<file path="src/rtl/game_pkg.sv">
// Shared types and defaults for the 2048-style game controller.
// Holds FSM state codes, move codes and default timing constants.
package game_pkg;

    localparam int DEBOUNCE_DEFAULT = 500000;
    localparam int TIMEOUT_DEFAULT  = 1000000;

    typedef enum logic [2:0] {
        ST_IDLE  = 3'd0,
        ST_ISSUE = 3'd1,
        ST_EXEC  = 3'd2,
        ST_SPAWN = 3'd3,
        ST_CHECK = 3'd4,
        ST_WON   = 3'd5,
        ST_LOST  = 3'd6
    } state_t;

    typedef enum logic [2:0] {
        MOV_NONE      = 3'd0,
        MOV_IZQUIERDA = 3'd1,
        MOV_DERECHA   = 3'd2,
        MOV_ARRIBA    = 3'd3,
        MOV_ABAJO     = 3'd4
    } move_t;

    // Press vector bit order: 0 izquierda, 1 derecha, 2 arriba, 3 abajo.
    // Lower bit wins when several edges land on the same cycle.
    function automatic move_t pick_move(logic [3:0] fell);
        move_t m;
        if (fell[0])      m = MOV_IZQUIERDA;
        else if (fell[1]) m = MOV_DERECHA;
        else if (fell[2]) m = MOV_ARRIBA;
        else if (fell[3]) m = MOV_ABAJO;
        else              m = MOV_NONE;
        return m;
    endfunction

endpackage

</file>
<file path="src/rtl/game_ctrl_if.sv">
// Board-datapath side of the game controller: move handshake,
// spawn request and board status.
interface game_ctrl_if;
    import game_pkg::*;

    logic  move_valid;
    move_t move_dir;
    logic  move_ready;
    logic  move_done;
    logic  board_changed;
    logic  spawn_req;
    logic  spawn_done;
    logic  win;
    logic  lose;

    modport master (
        output move_valid, move_dir, spawn_req,
        input  move_ready, move_done, board_changed,
        input  spawn_done, win, lose
    );

    modport slave (
        input  move_valid, move_dir, spawn_req,
        output move_ready, move_done, board_changed,
        output spawn_done, win, lose
    );

endinterface

</file>
<file path="src/rtl/btn_debounce.sv">
// Active-low button conditioner: 2-flop synchronizer, stability
// counter, accepted level, and a one-cycle press (1->0) pulse.
module btn_debounce
    import game_pkg::*;
#(
    parameter int DEBOUNCE_CYCLES = DEBOUNCE_DEFAULT
) (
    input  logic clk,
    input  logic rst,
    input  logic btn,
    output logic fell
);

    localparam int CW = $clog2(DEBOUNCE_CYCLES + 1);
    localparam logic [CW-1:0] LAST = CW'(DEBOUNCE_CYCLES - 1);

    logic          sync1;
    logic          sync2;
    logic          level;
    logic [CW-1:0] cnt;

    // Accept a new level only after it differs for DEBOUNCE_CYCLES in a row.
    always_ff @(posedge clk) begin
        if (rst) begin
            sync1 <= 1'b1;
            sync2 <= 1'b1;
            level <= 1'b1;
            cnt   <= '0;
            fell  <= 1'b0;
        end else begin
            sync1 <= btn;
            sync2 <= sync1;
            fell  <= 1'b0;
            if (sync2 != level) begin
                if (cnt == LAST) begin
                    level <= sync2;
                    cnt   <= '0;
                    fell  <= ~sync2;
                end else begin
                    cnt <= cnt + 1'b1;
                end
            end else begin
                cnt <= '0;
            end
        end
    end

endmodule

</file>
<file path="src/rtl/game_ctrl.sv">
// Game controller: debounced buttons -> move command -> spawn -> check.
// Optional watchdog enabled by defining GAME_CTRL_WATCHDOG_EN.
module game_ctrl
    import game_pkg::*;
#(
    parameter int DEBOUNCE_CYCLES = DEBOUNCE_DEFAULT,
    parameter int TIMEOUT_CYCLES  = TIMEOUT_DEFAULT
) (
    input  logic        clk,
    input  logic        rst,
    input  logic        btn_izquierda,
    input  logic        btn_derecha,
    input  logic        btn_arriba,
    input  logic        btn_abajo,
    game_ctrl_if.master bus,
    output logic [2:0]  game_state,
    output logic        busy,
    output logic        timeout_err
);

    state_t     state_q;
    state_t     state_d;
    move_t      dir_q;
    move_t      dir_d;
    logic [3:0] btn_raw;
    logic [3:0] fell;
    logic       wd_hit;

    assign btn_raw = {btn_abajo, btn_arriba, btn_derecha, btn_izquierda};

    for (genvar i = 0; i < 4; i++) begin : g_btn
        btn_debounce #(
            .DEBOUNCE_CYCLES(DEBOUNCE_CYCLES)
        ) u_deb (
            .clk  (clk),
            .rst  (rst),
            .btn  (btn_raw[i]),
            .fell (fell[i])
        );
    end

`ifdef GAME_CTRL_WATCHDOG_EN
    localparam int TW = $clog2(TIMEOUT_CYCLES + 1);
    localparam logic [TW-1:0] WD_LAST = TW'(TIMEOUT_CYCLES - 1);

    logic [TW-1:0] wd_q;
    logic          wd_run;
    logic          tmo_q;

    assign wd_run = (state_q == ST_ISSUE) || (state_q == ST_EXEC) ||
                    (state_q == ST_SPAWN);
    assign wd_hit = wd_run && (wd_q == WD_LAST);

    // Per-state cycle counter; restarts whenever the state changes.
    always_ff @(posedge clk) begin
        if (rst) begin
            wd_q  <= '0;
            tmo_q <= 1'b0;
        end else begin
            tmo_q <= wd_hit;
            if (state_d != state_q) wd_q <= '0;
            else if (wd_run)        wd_q <= wd_q + 1'b1;
        end
    end

    assign timeout_err = tmo_q;
`else
    // No watchdog: the FSM waits indefinitely for the datapath.
    if (TIMEOUT_CYCLES < 1) begin : g_bad_timeout
        $error("game_ctrl: TIMEOUT_CYCLES must be positive");
    end

    assign wd_hit      = 1'b0;
    assign timeout_err = 1'b0;
`endif

    // State and latched move code.
    always_ff @(posedge clk) begin
        if (rst) begin
            state_q <= ST_IDLE;
            dir_q   <= MOV_NONE;
        end else begin
            state_q <= state_d;
            dir_q   <= dir_d;
        end
    end

    // Next state; press edges outside IDLE simply fall through unused.
    always_comb begin
        state_d = state_q;
        dir_d   = dir_q;
        unique case (state_q)
            ST_IDLE: begin
                if (|fell) begin
                    state_d = ST_ISSUE;
                    dir_d   = pick_move(fell);
                end
            end
            ST_ISSUE: begin
                if (bus.move_ready) state_d = ST_EXEC;
            end
            ST_EXEC: begin
                if (bus.move_done) begin
                    if (bus.board_changed) begin
                        state_d = ST_SPAWN;
                    end else begin
                        state_d = ST_IDLE;
                        dir_d   = MOV_NONE;
                    end
                end
            end
            ST_SPAWN: begin
                if (bus.spawn_done) state_d = ST_CHECK;
            end
            ST_CHECK: begin
                if (bus.win) begin
                    state_d = ST_WON;
                end else if (bus.lose) begin
                    state_d = ST_LOST;
                end else begin
                    state_d = ST_IDLE;
                    dir_d   = MOV_NONE;
                end
            end
            ST_WON, ST_LOST: begin
                state_d = state_q;
            end
            default: begin
                state_d = ST_IDLE;
                dir_d   = MOV_NONE;
            end
        endcase
        if (wd_hit) begin
            state_d = ST_IDLE;
            dir_d   = MOV_NONE;
        end
    end

    // Moore outputs decoded from the current state.
    always_comb begin
        bus.move_valid = (state_q == ST_ISSUE);
        bus.spawn_req  = (state_q == ST_SPAWN);
        bus.move_dir   = dir_q;
        busy           = (state_q != ST_IDLE);
        game_state     = state_q;
    end

endmodule

</file>
<file path="src/flat_wrapper.sv">
// flat-port wrapper written by rule: the top's interface ports become plain ports
module game_ctrl_flat import game_pkg::*;
#(
    parameter int DEBOUNCE_CYCLES = DEBOUNCE_DEFAULT,
    parameter int TIMEOUT_CYCLES  = TIMEOUT_DEFAULT
)
  (clk, rst, btn_izquierda, btn_derecha, btn_arriba, btn_abajo, game_state, busy, timeout_err, bus_move_valid, bus_move_dir, bus_spawn_req, bus_move_ready, bus_move_done, bus_board_changed, bus_spawn_done, bus_win, bus_lose);
  game_ctrl_if bus_i ();
  input  logic clk;
  input  logic rst;
  input  logic btn_izquierda;
  input  logic btn_derecha;
  input  logic btn_arriba;
  input  logic btn_abajo;
  output logic [2:0] game_state;
  output logic busy;
  output logic timeout_err;
  output wire logic [$bits(bus_i.move_valid)-1:0] bus_move_valid;
  output wire logic [$bits(bus_i.move_dir)-1:0] bus_move_dir;
  output wire logic [$bits(bus_i.spawn_req)-1:0] bus_spawn_req;
  input wire logic [$bits(bus_i.move_ready)-1:0] bus_move_ready;
  input wire logic [$bits(bus_i.move_done)-1:0] bus_move_done;
  input wire logic [$bits(bus_i.board_changed)-1:0] bus_board_changed;
  input wire logic [$bits(bus_i.spawn_done)-1:0] bus_spawn_done;
  input wire logic [$bits(bus_i.win)-1:0] bus_win;
  input wire logic [$bits(bus_i.lose)-1:0] bus_lose;
  assign bus_move_valid = bus_i.move_valid;
  assign bus_move_dir = bus_i.move_dir;
  assign bus_spawn_req = bus_i.spawn_req;
  assign bus_i.move_ready = bus_move_ready;
  assign bus_i.move_done = bus_move_done;
  assign bus_i.board_changed = bus_board_changed;
  assign bus_i.spawn_done = bus_spawn_done;
  assign bus_i.win = bus_win;
  assign bus_i.lose = bus_lose;
  game_ctrl #(.DEBOUNCE_CYCLES(DEBOUNCE_CYCLES), .TIMEOUT_CYCLES(TIMEOUT_CYCLES)) u_core (.clk(clk), .rst(rst), .btn_izquierda(btn_izquierda), .btn_derecha(btn_derecha), .btn_arriba(btn_arriba), .btn_abajo(btn_abajo), .bus(bus_i), .game_state(game_state), .busy(busy), .timeout_err(timeout_err));
endmodule
</file>
<file path="config.mk">
export PLATFORM = sky130hd
export DESIGN_NAME = game_ctrl_flat
export DESIGN_NICKNAME = d
export VERILOG_FILES = /design/src/rtl/game_pkg.sv /design/src/rtl/game_ctrl_if.sv /design/src/rtl/btn_debounce.sv /design/src/rtl/game_ctrl.sv /design/src/flat_wrapper.sv
export SDC_FILE = /design/constraint.sdc
export NUM_CORES = 1
export LEC_CHECK = 0
export BUFFER_PORTS_ARGS = -buffer_cell sky130_fd_sc_hd__buf_2
export CAP_MARGIN = 40
export CORE_ASPECT_RATIO = 1.4
export CORE_UTILIZATION = 50
export CTS_BUF_LIST = sky130_fd_sc_hd__clkbuf_8
export CTS_CLUSTER_DIAMETER = 50
export DETAILED_ROUTE_END_ITERATION = 10
export PLACE_DENSITY = 0.64
export SETUP_SLACK_MARGIN = 0.4
export SLEW_MARGIN = 25
export SYNTH_ARGS = -nofsm -noshare
export SYNTH_HDL_FRONTEND = slang
export SYNTH_SLANG_ARGS = --single-unit
</file>
<file path="constraint.sdc">
create_clock -name clk -period 2.8 [get_ports clk]
set_clock_uncertainty 0.1 [all_clocks]
set_input_delay 0.42 -clock clk [delete_from_list [all_inputs] [get_ports clk]]
set_output_delay 0.42 -clock clk [all_outputs]
set_load 0.01 [all_outputs]
</file>
Word-level counts from Yosys, hierarchy flattened
Cells that the tools add are included.
- input bits: 12
- output and inout bits: 10
- logic and storage cells: 98
- register bits after elaboration: 98
- multiplexer cells: 18
- bitwise operators: 14
- eq/ne operators: 21
- add/sub/neg operators: 4
- reductions and logical operators: 19
- operators with widths (kind ; count):
    adder 19 x 1 -> 19 bit, second input constant ; 4
    equality test 19 bit, second input constant ; 4
    two-way mux 3 bit ; 15
    OR reduction 3 bit ; 8
    one-hot mux 3 bit (6 select lines) ; 1
    NOT 1 bit ; 14
    one-hot mux 3 bit (4 select lines) ; 1
    equality test 3 bit, second input constant ; 3
    != test 2 bit, second input constant ; 4
    AND reduction 2 bit ; 4
    OR reduction 4 bit ; 2
    equality test 3 x 2 -> 1 bit, second input constant ; 2
    != test 2 x 1 -> 1 bit, second input constant ; 3
    AND reduction 6 bit ; 1
    AND reduction 5 bit ; 1
    != test 1 bit ; 4
    equality test 3 x 1 -> 1 bit, second input constant ; 1
    zero test 3 bit ; 1
    nonzero test 3 bit ; 1
    two-way mux 2 bit ; 1
    OR reduction 2 bit ; 1

Logic depth before layout (Yosys ltp)
- depth in word-level cells: 6
- depth in mapped cells: 7
- gate-level depth less buffers: 5

Cells and area by module
Synthesis repeated with hierarchy kept, for this count alone.
- cells, all modules: 513
- area total of the unflattened synthesis: 4561.9 um^2
- modules (own cells, without submodules) (module ; times used ; cells each ; sequential area each (um^2) ; area an instance (um^2)):
    btn_debounce ; 4 ; 115 ; 460.4 ; 1031.0
    game_ctrl ; 1 ; 53 ; 120.1 ; 437.9

Least setup slack after synthesis
No wires, ideal clock.
- kind: flip-flop to flip-flop
- from: register u_core.g_btn[0].u_deb.cnt[0]
- to: register u_core.g_btn[0].u_deb.cnt[10]
- setup time: 0.115 ns
- slack: 0.923 ns
- data required time: 2.585 ns
- data arrival time: 1.663 ns
- path buffers: 1
- clock period less this slack: 1.877 ns
- cell stages (with the launch flop): 7
- path through: dfxtp_1 -> ha_1 -> nand3_1 -> or3_1 -> o211ai_2 -> buf_4 -> nor2_1
- cells in the longest elaborated chain, start to end: 2
- elaborated cells on any way between the ends: 3
- those cells by class: add/sub: 1; eq/ne: 1; reduce/logical: 1
- RTL lines (item ; RTL line ; RTL):
    start, declared ; btn_debounce.sv:20 ; logic [CW-1:0] cnt;
    start signal, assigned ; btn_debounce.sv:40 ; cnt <= cnt + 1'b1;
    parallel branches: the longest is 2 deep, another holds adder 19 x 1 -> 19 bit ; -- ;
Parallel ways; which one is timed is not known.
A chain may end at the register's enable or synchronous reset.

Worst setup path in the final report
- from: register u_core.g_btn[0].u_deb.cnt[0]
- to: register u_core.g_btn[0].u_deb.cnt[9]
Same word-level chain as after synthesis.

==> impl_metrics.ini <==
[status]
outcome = finished, final reports clean

[synth]
ys_seq_area_share_pct = 45.0
synth_cells = 495
ys_ff_latch = 98
yosysWarnings = 0
yosys-top-cells-count = 98 x dfxtp_1, 70 x nor2_1, 35 x nand3_1
async_reset_ff_share_pct = 0
synth_area_leaders = dfxtp_1 45%, nor2_1 6.0%, xor2_1 6.0%
synth_nets = 511
yosysTopAreaCell = dfxtp_1
synth_edf_count = 0
yosysUniqueCellTypes = 54
synthesis.area_um2 = 4360
syn_area_per_cell_um2 = 8.80
synth.most_common_cell = dfxtp_1
synth_top_cell_area_share_pct = 45.0
synth-main-ff-cell = dfxtp_1

[placed_design]
gp_congestion = 0.789
pre_cts_ws_ps = 660
place_area_um2 = 4550
dp_hpwl_um = 5840
dpl.cell_count = 608
numPortBuffers = 20

[clock_tree]
cts_tree = done
clk_path_buf_depth = 2
clock-root-buffer = clkbuf_8
cts_sinks = 98
hold_buffers = 0
cts.clk_slew.worst_paths_ps = 90
insertion_delay_ps = 360
cts-resized-gates = 0
h-tree-depth = 3
cts_setup_buffers = 0
numCtsBuffers = 9

[layout]
ff_latch_area_um2 = 1960
diodes = 0
nNetsFinal = 533
drive_gt1_share_pct = 11.1
multi_input_area_um2 = 2250
fin_cells = 623
syn_to_final_growth_pct = 9.36
final_area_um2 = 4770
n_fill_cell = 789

[sta]
period_needed_ps = 2130
timing.fmax_mhz = 469
maxSlewViolCount = 0
tightest_slew_ps = 628
slew_headroom_pct = 57.7
final_hold_viol_count = 0
fin_crit_sh_pct = 76.1
grt_setup_unrepaired = false
setup_violations = 0
finalWorstSetupSlack_ps = 669
setup_tns_ps = 0
whs_ps = 137

[global_routing]
antenna_found_initial = 0
grt_pass1_vias = 3217
overflow = 0
grtUsageTotal_pct = 20.0
grt_max_degree = 20
grt_pass1_wl_um = 14400

[pwr]
netSwitchingPower_mw = 0.502
swShare_pct = 20.6
leakagePower_nw = 1.55
power.share.combinational_pct = 1.8
p_per_area_nw_per_um2 = 512
seqPwrFrac_pct = 57.5
internal_power_mw = 1.94
irDropWorstVdd_mv = 0.322
p_clk_share_pct = 40.7

[floorplan]
ios = 22
die-height_um = 112
dieArea_um2 = 9100
rows = 39
die_x_um = 80.9
start_util_pct = 52.5
coreArea_um2 = 8300

[run]
maxCapViolCount = 0

[setup_path]
setup.worst_path.end_class = register
required_ps = 2950
worstSetupPathType = register to register
start_kind = register
cp_data_arrival_time_ps = 2280
r2r_slack_ps = 670
crit_slowest_cell = o211ai_2
worstPathCellList = ha_1 -> nand3_1 -> or3_1 -> o211ai_2 -> buf_4 -> nor2_1
cp_max_fo = 10
slowest_delay_ps = 420

[route]
drt_iter0_markers = 168
dr.pass1.iters = 4
via_per_inst = 5.59
drc = 0
routed_wl_um = 8310
ant_nets = 0
avgRoutedWirePerCell_um = 13.3
num_vias = 3483

[min_path]
min_path_type = input port to register
==> layer usage <==
metal | part of all wire (%) | track usage [%] | up-vias
met2 | 46 | 31.8 | 47
li1 | - | - | 1807
met4 | 2.0 | 9.64 | 0
met1 | 49 | 25.5 | 1617
met5 | 0 | 0 | -
met3 | 3.4 | 3.98 | 12
==> state kept, by name, indices dropped and copies added (netlist names) <==
| name | cells |
|---|---|
| u_core.bus.move_dir | 3 |
| u_core.g_btn.u_deb.fell | 4 |
| u_core.g_btn.u_deb.cnt | 76 |
| u_core.g_btn.u_deb.sync1 | 4 |
| u_core.g_btn.u_deb.sync2 | 4 |
| u_core.g_btn.u_deb.level | 4 |
| u_core.game_state | 3 |
==> layout make-up <==
| cell class | instances | area share [%] |
|---|---|---|
| Clock buffer | 10 | 2.89 |
| Clock inverter | 5 | 1.65 |
| Inverter | 21 | 1.65 |
| Multi-Input combinational cell | 363 | 47.2 |
| Sequential cell | 98 | 41.2 |
| Tap cell | 102 | 2.68 |
| Timing Repair Buffer | 24 | 2.73 |
==> final timing paths <==
check,start,to,cells after the start
worst min-delay path,btn_derecha,u_core.g_btn[1].u_deb.sync1,2
worst max register to register,u_core.g_btn[0].u_deb.cnt[0],u_core.g_btn[0].u_deb.cnt[9],6
worst min register to register,u_core.g_btn[3].u_deb.sync1,u_core.g_btn[3].u_deb.sync2,1
worst max-delay path,u_core.g_btn[0].u_deb.cnt[0],u_core.g_btn[0].u_deb.cnt[9],6
==> logic make-up after synthesis <==
group / after synthesis / synth area share, %
multiplexers: 1 / 0.230
other: 1 / 0.0861
AO/OA/AOI/OAI: 62 / 9.27
flip-flops: 98 / 45.0
XOR/XNOR: 56 / 11.3
buffers and inverters: 34 / 3.33
AND/OR/NAND/NOR: 239 / 29.7
adder cells (fa/ha/maj): 4 / 1.15
==> power by group through the flow <==
stage / Combinational (mW) / Sequential, mW / Clock, mW
6_report: 0.0431 / 1.40 / 0.993
5_1_grt: 0.0490 / 1.41 / 1.09
4_1_cts: 0.0434 / 1.40 / 1.03
3_5_place_dp: 0.0435 / 1.44 / 0
3_3_place_gp: 0.0422 / 1.44 / 0
2_1_floorplan: 0.0273 / 1.44 / 0
==> placed cells by master, fill, tap and decap left out, types with 5 or more instances in the layout <==
master	Yosys	final
and3_1	9	9
or2_2	9	9
nand3_1	35	35
nor4b_1	6	6
buf_2	4	20
nand4_1	26	26
or4_1	8	8
xnor2_1	26	26
inv_1	21	21
or3_1	7	7
o21ai_0	15	15
clkbuf_8	0	10
nor4_1	9	9
and4_1	9	9
dfxtp_1	98	98
a21oi_1	19	19
o31ai_1	5	5
nor3_1	14	14
nand2_1	22	22
nor2_1	70	70
xor2_1	30	30
==> worst max-delay path: cells and delay by family, from the launching register on <==
kind | cells | cell delay, ps
buffers and inverters | 1 | 260
and+or+nand+nor | 3 | 650
adders and majority gates | 1 | 220
AOI/OAI and AO/OA | 1 | 420
DFF | 1 | 380
==> stage by stage <==
step	power, mW	util, %
after floorplan	1.46	-
after global placement	1.48	54.8
after detailed placement	1.48	54.8
after CTS	2.47	57.5
after global routing	2.54	57.5
final	2.44	57.5
(Power assumes the default switching activity.)
